**src/rtl/fib_num_gen.sv**
```systemverilog
// -----------------------------------------------------------------------------
// fib_num_gen
// Fibonacci sequence generator. A load pulse latches a seed (data_in) and an
// iteration count (order); the block then runs one Fibonacci step per clock
// starting from (prev,cur) = (0,data_in). It ends with exactly one of three
// one-cycle pulses:
//   done      - data_out holds the result
//   overflow  - a step carried out of DATA_WIDTH bits; data_out is all ones
//   error     - load arrived while busy; data_out is all x for that cycle,
//               then 0
//
// Ports:
//   clk       in   rising-edge clock
//   reset     in   synchronous, active-high reset; priority over everything
//   load      in   start request; data_in/order are sampled on the same edge
//   data_in   in   [DATA_WIDTH]  seed value
//   order     in   [ORDER_WIDTH] number of iterations
//   done      out  result pulse
//   overflow  out  saturation pulse
//   error     out  protocol-error pulse
//   busy      out  high while a computation is in progress
//   data_out  out  [DATA_WIDTH]  result (registered)
//
// Build option:
//   FIB_RESTART_EN - load while busy restarts the computation with the new
//                    operands instead of raising error. error then flags only
//                    a load sampled with X/Z on data_in or order
//                    (simulation-only check).
// -----------------------------------------------------------------------------
module fib_num_gen #(
  parameter int DATA_WIDTH  = 64,
  parameter int ORDER_WIDTH = 16
) (
  input  logic                   clk,
  input  logic                   reset,
  input  logic                   load,
  input  logic [DATA_WIDTH-1:0]  data_in,
  input  logic [ORDER_WIDTH-1:0] order,
  output logic                   done,
  output logic                   overflow,
  output logic                   error,
  output logic                   busy,
  output logic [DATA_WIDTH-1:0]  data_out
);

  localparam logic [2:0] S_IDLE = 3'd0;
  localparam logic [2:0] S_INIT = 3'd1;
  localparam logic [2:0] S_CALC = 3'd2;
  localparam logic [2:0] S_DONE = 3'd3;
  localparam logic [2:0] S_OVF  = 3'd4;
  localparam logic [2:0] S_ERR  = 3'd5;

  logic [2:0]             state_q, state_d;
  logic [DATA_WIDTH-1:0]  data_q,  data_d;
  logic [ORDER_WIDTH-1:0] order_q, order_d;
  logic [DATA_WIDTH-1:0]  prev_q,  prev_d;
  logic [DATA_WIDTH-1:0]  cur_q,   cur_d;
  logic [ORDER_WIDTH-1:0] cnt_q,   cnt_d;
  logic                   done_q,  done_d;
  logic                   ovf_q,   ovf_d;
  logic                   err_q,   err_d;
  logic                   busy_q,  busy_d;
  logic [DATA_WIDTH-1:0]  dout_q,  dout_d;

  // One extra bit so the carry out of a step is visible.
  logic [DATA_WIDTH:0] sum;
  logic                start;
  logic                bad_load;

  assign sum = {1'b0, prev_q} + {1'b0, cur_q};

`ifdef FIB_RESTART_EN
  assign bad_load = $isunknown(data_in) || $isunknown(order);
`else
  assign bad_load = 1'b0;
`endif

  // Next-state and output computation for the generator FSM.
  always_comb begin
    state_d = state_q;
    data_d  = data_q;
    order_d = order_q;
    prev_d  = prev_q;
    cur_d   = cur_q;
    cnt_d   = cnt_q;
    done_d  = 1'b0;
    ovf_d   = 1'b0;
    err_d   = 1'b0;
    busy_d  = busy_q;
    dout_d  = dout_q;
    start   = 1'b0;

    // The x shown with an error pulse lasts one cycle only.
    if (err_q) begin
      dout_d = {DATA_WIDTH{1'b0}};
    end else begin
      dout_d = dout_q;
    end

    case (state_q)
      S_IDLE: begin
        start = load;
      end
      S_INIT: begin
        prev_d = {DATA_WIDTH{1'b0}};
        cnt_d  = order_q;
        if ((data_q == {DATA_WIDTH{1'b0}}) || (order_q == {ORDER_WIDTH{1'b0}})) begin
          cur_d   = {DATA_WIDTH{1'b0}};
          state_d = S_DONE;
        end else begin
          cur_d   = data_q;
          state_d = S_CALC;
        end
      end
      S_CALC: begin
        if (sum[DATA_WIDTH]) begin
          // Saturate immediately on the carrying step; no wrap-around.
          ovf_d   = 1'b1;
          dout_d  = {DATA_WIDTH{1'b1}};
          busy_d  = 1'b0;
          state_d = S_OVF;
        end else begin
          prev_d = cur_q;
          cur_d  = sum[DATA_WIDTH-1:0];
          cnt_d  = cnt_q - ORDER_WIDTH'(1);
          if (cnt_q == ORDER_WIDTH'(1)) begin
            state_d = S_DONE;
          end else begin
            state_d = S_CALC;
          end
        end
      end
      S_DONE: begin
        done_d  = 1'b1;
        dout_d  = cur_q;
        busy_d  = 1'b0;
        state_d = S_IDLE;
        start   = load;
      end
      S_OVF: begin
        state_d = S_IDLE;
        start   = load;
      end
      S_ERR: begin
        err_d   = 1'b1;
        dout_d  = {DATA_WIDTH{1'bx}};
        busy_d  = 1'b0;
        state_d = S_IDLE;
        start   = load;
      end
      default: begin
        state_d = S_IDLE;
        busy_d  = 1'b0;
      end
    endcase

    // A load while a computation is running aborts it.
    if (load && ((state_q == S_INIT) || (state_q == S_CALC))) begin
      ovf_d  = 1'b0;
      busy_d = 1'b1;
`ifdef FIB_RESTART_EN
      start  = 1'b1;
`else
      dout_d  = dout_q;
      state_d = S_ERR;
`endif
    end else begin
      busy_d = busy_d;
    end

    if (start && bad_load) begin
      ovf_d   = 1'b0;
      busy_d  = 1'b1;
      state_d = S_ERR;
    end else if (start) begin
      data_d  = data_in;
      order_d = order;
      ovf_d   = 1'b0;
      busy_d  = 1'b1;
      state_d = S_INIT;
      // A done/error pulse leaving on this edge keeps its own data_out.
      if ((state_q != S_DONE) && (state_q != S_ERR)) begin
        dout_d = {DATA_WIDTH{1'b0}};
      end else begin
        dout_d = dout_d;
      end
    end else begin
      state_d = state_d;
    end
  end

  // State and output registers with synchronous reset.
  always_ff @(posedge clk) begin
    if (reset) begin
      state_q <= S_IDLE;
      data_q  <= {DATA_WIDTH{1'b0}};
      order_q <= {ORDER_WIDTH{1'b0}};
      prev_q  <= {DATA_WIDTH{1'b0}};
      cur_q   <= {DATA_WIDTH{1'b0}};
      cnt_q   <= {ORDER_WIDTH{1'b0}};
      done_q  <= 1'b0;
      ovf_q   <= 1'b0;
      err_q   <= 1'b0;
      busy_q  <= 1'b0;
      dout_q  <= {DATA_WIDTH{1'b0}};
    end else begin
      state_q <= state_d;
      data_q  <= data_d;
      order_q <= order_d;
      prev_q  <= prev_d;
      cur_q   <= cur_d;
      cnt_q   <= cnt_d;
      done_q  <= done_d;
      ovf_q   <= ovf_d;
      err_q   <= err_d;
      busy_q  <= busy_d;
      dout_q  <= dout_d;
    end
  end

  assign done     = done_q;
  assign overflow = ovf_q;
  assign error    = err_q;
  assign busy     = busy_q;
  assign data_out = dout_q;

endmodule

```
**config.mk**
```make
export PLATFORM = sky130hd
export DESIGN_NAME = fib_num_gen
export DESIGN_NICKNAME = d
export VERILOG_FILES = /design/src/rtl/fib_num_gen.sv
export SDC_FILE = /design/constraint.sdc
export NUM_CORES = 1
export LEC_CHECK = 0
export ABC_AREA = 1
export BUFFER_PORTS_ARGS = -buffer_cell sky130_fd_sc_hd__buf_2
export CAP_MARGIN = 20
export CORE_AREA = 4 4 266 216
export CTS_CLUSTER_DIAMETER = 120
export CTS_CLUSTER_SIZE = 10
export DETAILED_ROUTE_END_ITERATION = 6
export DIE_AREA = 0 0 270 220
export GPL_TIMING_DRIVEN = 0
export SLEW_MARGIN = 40
export SYNTH_ARGS = -nofsm -noshare
export SYNTH_HDL_FRONTEND = slang
export SYNTH_SLANG_ARGS = --single-unit
```
**constraint.sdc**
```tcl
create_clock -name clk -period 3.47 [get_ports clk]
set_input_delay 0.1735 -clock clk [delete_from_list [all_inputs] [get_ports clk]]
set_output_delay 0.1735 -clock clk [all_outputs]
set_load 0.03 [all_outputs]
```
==> summary.md <==
| Metric | Value |
|---|---|
| Outcome | finished, final reports clean |
| First-pass GRT wire length | 114000 µm |
| Flop2flop setup slack | ~0.22 ns |
| CTS sink count | around 300 |
| Port-buffer cells | 149 |
| CP Class | register to register |
| Proportion of layout cells with a drive suffix above 1 | 0.109 |
| Slew margin rel. | 0.369 |
| Yosys top cell area share | 0.310 |
| Dpl cell area | around 21000 µm² |
| Hold Path Class | input port to register |
| Post-route cell area | between 20000 and 25000 µm² |
| Initial antenna violation count | 2 |
| Most frequent cells after synthesis | nand2_1 (881), inv_1 (464), dfxtp_1 (295) |
| Rows | between 70 and 80 |
| Area grow syn2layout | 17.7% |
| Fin Clk Skew | 0.0282 ns |
| Die area | ~60000 µm² |
| DR DRC count | 0 |
| Area leader, netlist | dfxtp_1 |
| TritonCTS clock tree | done |
| GRT Residual Overflow | 0 |
| Pwr Total | between 0.01 and 0.015 W |
| Max_cap viols | 0 |
| Crit-path most repeated cell | nand2_1 |
| Setup violators final | 0 |
| Ys Warns | 0 |
| Crit path DAT | roughly 3.7 ns |
| Final net count | between 3000 and 4000 |
| Synth Flop Type | dfxtp_1 |
| Drt wl/cell | approximately 19 µm |
| Gpl congestion | between 1 and 1.5 |
| Clock transition at path regs | around 0.070 ns |
| P_leak | 11.7 nW |
| Post-synth EDFFs | 0 |
| CP max-delay cell | dfxtp_1 |
| Largest net degree at the start of global routing | 11 |
| Total wire length | between 70000 and 80000 µm |
| Deepest clock path buffer count | 3 |
| Final worst path period need | between 3 and 4 ns |
| Critical Path End Type | register |
| Maximum VDD drop | just over 300 µV |
| Synth unique cells | between 40 and 50 |
| Starting DRT DRC Count | 2200 |
| Metal2 WL | approximately 30000 µm |
| H-tree lvl count | 2 |
| # IOs | between 150 and 200 |
| CP Data Required Time | a little under 4 ns |
| GRT Total Usage | 0.249 |
| Worst-Skew Late Latency | about 0.57 ns |
| Starting Density | 0.348 |
| Vias | 20500 |
| Fmax | 308 MHz |
| Drt via density | between 5 and 6 |
| CP Launch Type | register |
| Root buffer cell | clkbuf_16 |
| Family with the most delay on the worst path | simple AND/OR/NAND/NOR gates |
| RSZ-0062 raised after global routing | no |
| Post-DP HPWL | around 60000 µm |
| Synth area leaders | dfxtp_1 (31%), nand2_1 (17%), inv_1 (9.1%) |
| Die Y-Extent | between 200 and 250 µm |
| DR pass1 iterations | 6 |
| Async SR Flop Fraction | 0 |
| Total CTS buffers | 35 |
| Top routing layer used | met5 |
| Final Max Tran Viols | 0 |
| Power per cell area | between 400 and 500 nW/µm² |
| Routed metal-1 wire length | about 37000 µm |
| Final hold viol count | 0 |
| Yosys reg bits | just under 300 |
| Crit-path max cell delay | 0.57 ns |
| Antenna Nets Post-Route | 0 |
| Die X | 270 µm |
| Setup TNS | 0 ns |
| WP buf/inv | 1 |
| Layout filler cell count | ~6000 |
| Syn_nets | around 3200 |
| CP cell instances | ha_1, nand2_1, nand2_1, nand2_1, nand2_1, nand2_1, nand2_1, a21oi_1, nand2_4, nand2_4, nand3_4, nand2_4, buf_6, o21ai_0, nor2_1, nor2_1 |
| Post-Syn Instances | about 3100 |
| Critical path fanouts, max | 10 |
| Register area share after synthesis | 0.310 |
| Cell with the most instances after synthesis | nand2_1 |
| Core Footprint | about 55000 µm² |
| Vias in the first global route | 18900 |
| Met3 wire length | 6820 µm |
| Synthesized area | around 19000 µm² |
| Inserted Diodes | 0 |
| Fin util | 0.409 |
| Post-CTS setup buffers | 0 |
| Final Cycle Share | 0.935 |
| Worst slew pin tran | 0.936 ns |
| Mean Syn Cell Area | 6.17 µm² |
[cells by family (layout without fill, tap and decap cells)]
family	after synthesis	count (layout)	share of synthesized area
xor gates and xnor gates	13	13	0.00597
and+or+nand+nor	1428	1428	0.311
buffers and inverters	615	880	0.132
adders and majority gates	67	67	0.0443
AOI/OAI and AO/OA	671	671	0.197
DFF	295	295	0.310
[worst paths after layout]
| path | startpoint | cells past startpoint | endpoint |
|---|---|---|---|
| setup / recovery | cur_q[17] | 16 | cur_q[39] |
| hold / removal | data_in[23] | 3 | data_q[23] |
| setup reg to reg | cur_q[17] | 16 | cur_q[39] |
| hold reg to reg | order_q[9] | 2 | order_q[9] |
[metrics by stage]
stage | hold WS, ns | setup WS [ns] | std cells
CTS | 0.00580 | 0.354 | 4065
global placement | 0.436 | 0.303 | 3949
finish | 0.0211 | 0.224 | 4065
floorplan | 0.340 | 1.10 | 3089
global route | 0.0291 | 0.0649 | 4065
detailed placement | 0.436 | 0.385 | 3950
[where the power goes]
| part | internal (W) | total, W | switching, W |
|---|---|---|---|
| registers | 0.00377 | 0.00409 | 0.000316 |
| clock network | 0.00181 | 0.00331 | 0.00150 |
| logic | 0.00103 | 0.00315 | 0.00212 |
[routing by layer]
metal | GRT usage | vias up
met2 | 0.369 | 766
met1 | 0.367 | 9272
met4 | 0.0546 | 2
met5 | 0 | -
met3 | 0.0558 | 88
li1 | - | 10300
[area by class of cell]
type,count,area (µm²),area share
buffer,138,743,0.0331
tap,711,890,0.0396
sequential,295,5910,0.263
timing repair buffer,226,1520,0.0678
clock buffer,35,876,0.0390
clock inverter,4,56.3,0.00251
inverter,477,1800,0.0800
multi-input combinational,2179,10700,0.475
[repair_timing]
action                                  CTS  global route
hold buffers                             76             0
endpoints found under the setup margin    0             0
resized for setup                         0             0
hold endpoints to repair                 76             0
[registers in the layout, indices dropped and copies added, names as in the netlist]
name,count
done,1
state_q,3
data_out,64
error,1
prev_q,64
busy,1
order_q,16
cur_q,64
overflow,1
cnt_q,16
data_q,64
[layout by cell type (no fill, tap or decap), drive strengths merged, types with 2 or more instances in the layout]
cell type,count
o211ai,65
nand3,131
nor3,30
ha,66
a21o,2
a21oi,249
xor2,5
or2,5
o31ai,3
o21bai,5
buf,202
and3,6
xnor2,8
o21ai,335
dfxtp,295
and2,3
nand4,25
nor2,318
nand2,897
inv,480
o22ai,8
nor4,4
nand3b,9
a31oi,2
clkbuf,121
dlygate4sd3,76
[worst reg2reg max path: stages (launching register included)]
cell and delay (ns):
dfxtp_1 0.57, ha_1 0.38, nand2_1 0.09, nand2_1 0.11, nand2_1 0.08, nand2_1 0.08, nand2_1 0.07, nand2_1 0.08
a21oi_1 0.23, nand2_4 0.10, nand2_4 0.09, nand3_4 0.15, nand2_4 0.18, buf_6 0.18, o21ai_0 0.36, nor2_1 0.30
nor2_1 0.06
Power figures use the tool's default switching activity.
